==> config.mk <==
export PLATFORM = sky130hd
export DESIGN_NAME = shift_sequencer
export DESIGN_NICKNAME = d
export VERILOG_FILES = /design/src/rtl/shift_sequencer.sv
export SDC_FILE = /design/constraint.sdc
export NUM_CORES = 1
export LEC_CHECK = 0
export CORE_AREA = 2 2 97 99
export DETAILED_ROUTE_END_ITERATION = 8
export DIE_AREA = 0 0 99 101
export PLACE_DENSITY = 0.7
export SETUP_SLACK_MARGIN = 0.02
export SYNTH_ARGS = -nofsm -noshare
export SYNTH_HDL_FRONTEND = slang
export SYNTH_SLANG_ARGS = --single-unit
==> constraint.sdc <==
create_clock -name clk -period 3.55 [get_ports clk]
set_clock_uncertainty 0.15 [all_clocks]
set_input_delay 0.5325 -clock clk [delete_from_list [all_inputs] [get_ports clk]]
set_output_delay 0.5325 -clock clk [all_outputs]
set_load 0.01 [all_outputs]
==> src/rtl/shift_sequencer.sv <==
// rtl/shift_sequencer.sv - multi-cycle register-specified ARM shifter, one bit position per cycle
module shift_sequencer #(
  parameter int DATA_W = 32,
  parameter int CNT_W  = 6
) (
  input  logic              clk,
  input  logic              reset,
  input  logic              start,
  input  logic              flush,
  input  logic [1:0]        shiftType,
  input  logic [7:0]        shiftAmt,
  input  logic [DATA_W-1:0] rmData,
  input  logic              carryIn,
  output logic              busy,
  output logic              done,
  output logic [DATA_W-1:0] shiftedData,
  output logic              carryOut
);

  typedef enum logic [1:0] {IDLE, SHIFT, DONE} state_t;

  state_t            state, state_nxt;
  logic [DATA_W-1:0] d_reg, step_d;
  logic              c_reg, step_c;
  logic [CNT_W-1:0]  cnt, n_cnt;
  logic [1:0]        type_reg;
  logic [7:0]        amt_cap;
  logic              accept;

  assign accept = (state == IDLE) && start && !flush;

  // Capping the iteration count is what yields the ARM results for amounts >= 32
  always_comb begin
    amt_cap = shiftAmt;
    case (shiftType)
      2'b00, 2'b01: amt_cap = (shiftAmt > 8'd33) ? 8'd33 : shiftAmt;
      2'b10:        amt_cap = (shiftAmt > 8'd32) ? 8'd32 : shiftAmt;
      default: begin
        if (shiftAmt == 8'd0)             amt_cap = 8'd0;
        else if (shiftAmt[4:0] == 5'd0)   amt_cap = 8'd32;
        else                              amt_cap = {3'b000, shiftAmt[4:0]};
      end
    endcase
    n_cnt = amt_cap[CNT_W-1:0];
  end

  always_comb begin
    step_d = d_reg;
    step_c = c_reg;
    case (type_reg)
      2'b00: begin step_c = d_reg[DATA_W-1]; step_d = {d_reg[DATA_W-2:0], 1'b0}; end
      2'b01: begin step_c = d_reg[0];        step_d = {1'b0, d_reg[DATA_W-1:1]}; end
      2'b10: begin step_c = d_reg[0];        step_d = {d_reg[DATA_W-1], d_reg[DATA_W-1:1]}; end
      default: begin step_c = d_reg[0];      step_d = {d_reg[0], d_reg[DATA_W-1:1]}; end
    endcase
  end

  always_comb begin
    state_nxt = state;
    busy      = 1'b0;
    done      = 1'b0;
    case (state)
      IDLE: if (accept) state_nxt = (n_cnt != '0) ? SHIFT : DONE;
      SHIFT: begin
        busy = 1'b1;
        if (cnt == CNT_W'(1)) state_nxt = DONE;
      end
      DONE: begin
        done      = 1'b1;
        state_nxt = IDLE;
      end
      default: state_nxt = IDLE;
    endcase
    if (flush) state_nxt = IDLE;
  end

  always_ff @(posedge clk or negedge reset) begin
    if (!reset) begin
      state       <= IDLE;
      d_reg       <= '0;
      c_reg       <= 1'b0;
      cnt         <= '0;
      type_reg    <= 2'b00;
      shiftedData <= '0;
      carryOut    <= 1'b0;
    end else begin
      state <= state_nxt;
      case (state)
        IDLE: if (accept) begin
          d_reg    <= rmData;
          c_reg    <= carryIn;
          cnt      <= n_cnt;
          type_reg <= shiftType;
          if (n_cnt == '0) begin
            shiftedData <= rmData;
            carryOut    <= carryIn;
          end
        end
        SHIFT: if (!flush) begin
          d_reg <= step_d;
          c_reg <= step_c;
          cnt   <= cnt - CNT_W'(1);
          // Result registers change only on the edge that enters DONE
          if (cnt == CNT_W'(1)) begin
            shiftedData <= step_d;
            carryOut    <= step_c;
          end
        end
        default: ;
      endcase
    end
  end

endmodule

==> run metrics <==
crit path capture=shiftedData[23]; top achievable clock speed=0.406 GHz; commonest register cell after synthesis=dfrtp_1; status=finished, final reports clean; Clock Tree Buf Depth=2; final hold vios=0; share of layout cells above drive strength 1=23.9%; worst r2r path cells=5; Synth area leader=dfrtp_1; post-synth top area share=47.7%; Design Area, Final=5000 sq um; gpl congestion=0.801; setup TNS=0 ns; largest family of logic cells by synthesized area=multiplexers; placed cell areas=4760 sq um; DRC=0; post-synthesis async set-or-reset flop share=100%; mux contribution to synthesized area=29.5%; Syn. warnings=0; Seq/Total Area, Yosys=47.7%; number of global-route vias before repair=2801; GR Overflow Total=0; Die ar.=10000 sq um; Synth Area in Adders=0.636%; fin. max-slew vios=0; maxcap violations=0; period utilization=69.5%; Hold Slack=0.175 ns; worst reg2reg endpoint=shiftedData[23]; Worst Path Max Fanout=34; number of synthesized flops with an enable pin=0; CTS Root Buffer Type=clkbuf_8; cts hold-fix bufs=0; Syn Area/Cell=12.4 sq um; first-pass GRT wire length=13.6 mm; CP Launch Type=input port; die height=101 microns; unrepaired setup endpoints after global routing=no; clock sink count=75; initial antenna violation count=0; top post-synthesis cells by area=dfrtp_1, mux2_4, mux2_2; Routed wire per std cell=15.8 microns; clock buffer count from CTS=9; final setup fails=0; WL final=8.11 mm; Rel. slew slack=38.6%; worst skew pair latency=0.34 ns; Post-Syn Instances=318; post-route ant nets=0; vias=2689; post-synth cell types=42; flops & latches, synth=75; fin nets=445; worst vdd ir=0.000288 V; IO Port Bufs=81; H-tree levels=3; final core occ=55.7%; internal reg-to-reg setup slack=1.38 ns; Cell Area, Synth=3940 sq um; Tot GR Track Use=17.0%; area grow syn2layout=27.1%; CP required=3.62 ns; post-CTS setup buffers=0; die width=99 microns; power density over cell area=763 nW/um^2; row count=35; DRT Pass-1 Iters=4; largest net degree at the start of global routing=76; Reg clk slew, reported paths=0.08 ns; vias per cell=5.25; DP Wirelength=5.58 mm; I/O Pins=82; CP Class=in2reg; Synth Area in Compound Gates=8.87%; worst setup path start=shiftAmt[2]; cell leakage power=2.22 nW; starting density of the core=43.9%; ant diodes=0; HP Class=in2async; XOR/XNOR Fraction of Synth Area=0%; crit path time final=2.47 ns; CTS tree=yes; Mapped Nets=367; Tightest Pin Transition=0.921 ns; Worst R2R Start=cnt[2]; core area=8980 sq um; simple-gate area share of the yosys netlist=8.42%; Crit. End Element=flop; First DRT Iteration DRCs=106; post-CTS resize count=0; arrival time at the worst endpoint=2.54 ns
## power breakdown
| group | internal, W | total, W | switching (W) |
|---|---|---|---|
| Sequential | 0.00122 | 0.00151 | 0.000290 |
| Combinational | 0.000907 | 0.00151 | 0.000603 |
| Clock | 0.000484 | 0.000793 | 0.000308 |
## final cells by class
cell class                 count  area [sq um]
fill                         754          3970
clock inverter                 5           100
sequential                    75          1880
timing repair buffer          86           858
clock buffer                  11           141
tap                          111           139
inverter                       3          11.3
multi-input combinational    221          1880
## worst min path at each step
stage               cells after the start            start  slack [ns]               to
floorplan                               0            reset        0.09         carryOut
global route                            1            reset        0.28  shiftedData[31]
detailed placement                      1  shiftedData[27]        0.35  shiftedData[27]
finish                                  1            reset        0.18   shiftedData[8]
global placement                        1  shiftedData[22]        0.34  shiftedData[22]
CTS                                     1            reset        0.21   shiftedData[8]
## cells by family (layout without fill, tap and decap cells)
kind of cell / Yosys count / count (layout)
AOI/OAI and AO/OA: 55 / 55
DFF: 75 / 75
buffers and inverters: 22 / 105
adders and majority gates: 2 / 2
and+or+nand+nor: 67 / 67
muxes: 97 / 97
## placed cells by master (no fill, tap or decap), drive strengths merged, types with 3 or more instances in the layout
cell type	Yosys	final
mux2i	31	31
clkbuf	7	11
clkdlybuf4s50	2	80
o21ai	36	36
buf	10	6
dfrtp	75	75
nor2	10	10
inv	3	3
nand2	39	39
bufinv	0	3
a221o	3	3
nor3	4	4
mux2	66	66
## cells in the mapped netlist (2+ instances only)
master,n
nor2_1,10
and2_1,2
buf_2,5
nor4_1,2
o21ai_0,36
mux2i_1,31
clkbuf_8,2
mux2_4,29
ha_1,2
clkbuf_1,5
nand2_1,39
buf_12,4
clkdlybuf4s50_2,2
mux2_2,37
a221oi_1,2
a221o_1,2
nor3_1,4
a211o_1,2
a21oi_1,2
o21a_1,2
dfrtp_1,75
inv_1,3
## critical path: stages
cell             delay [ns]
clkdlybuf4s50_1        0.45
or4_4                  0.57
nor3b_4                0.21
a2bb2o_4               0.16
buf_12                 0.25
mux2_2                 0.37
## through the flow
stage / worst slack (ns) / power [W] / instances
after floorplan: 1.32 / 0.00248 / 318
after global placement: 0.753 / 0.00302 / 496
after detailed placement: 0.719 / 0.00305 / 496
after CTS: 1.09 / 0.00385 / 512
after global routing: 1.04 / 0.00407 / 512
final: 1.08 / 0.00382 / 512
## layer usage
metal  global-route usage, %  wire length, microns  part of all wire [%]  vias up
li1                        -                     -                     -     1301
met1                    22.4                  3740                    46     1315
met2                    27.8                  3830                    47       64
met3                    3.81                   435                   5.4        9
met4                    6.22                    95                   1.2        0
met5                       0                     0                     0        -
Power figures use the tool's default switching activity.
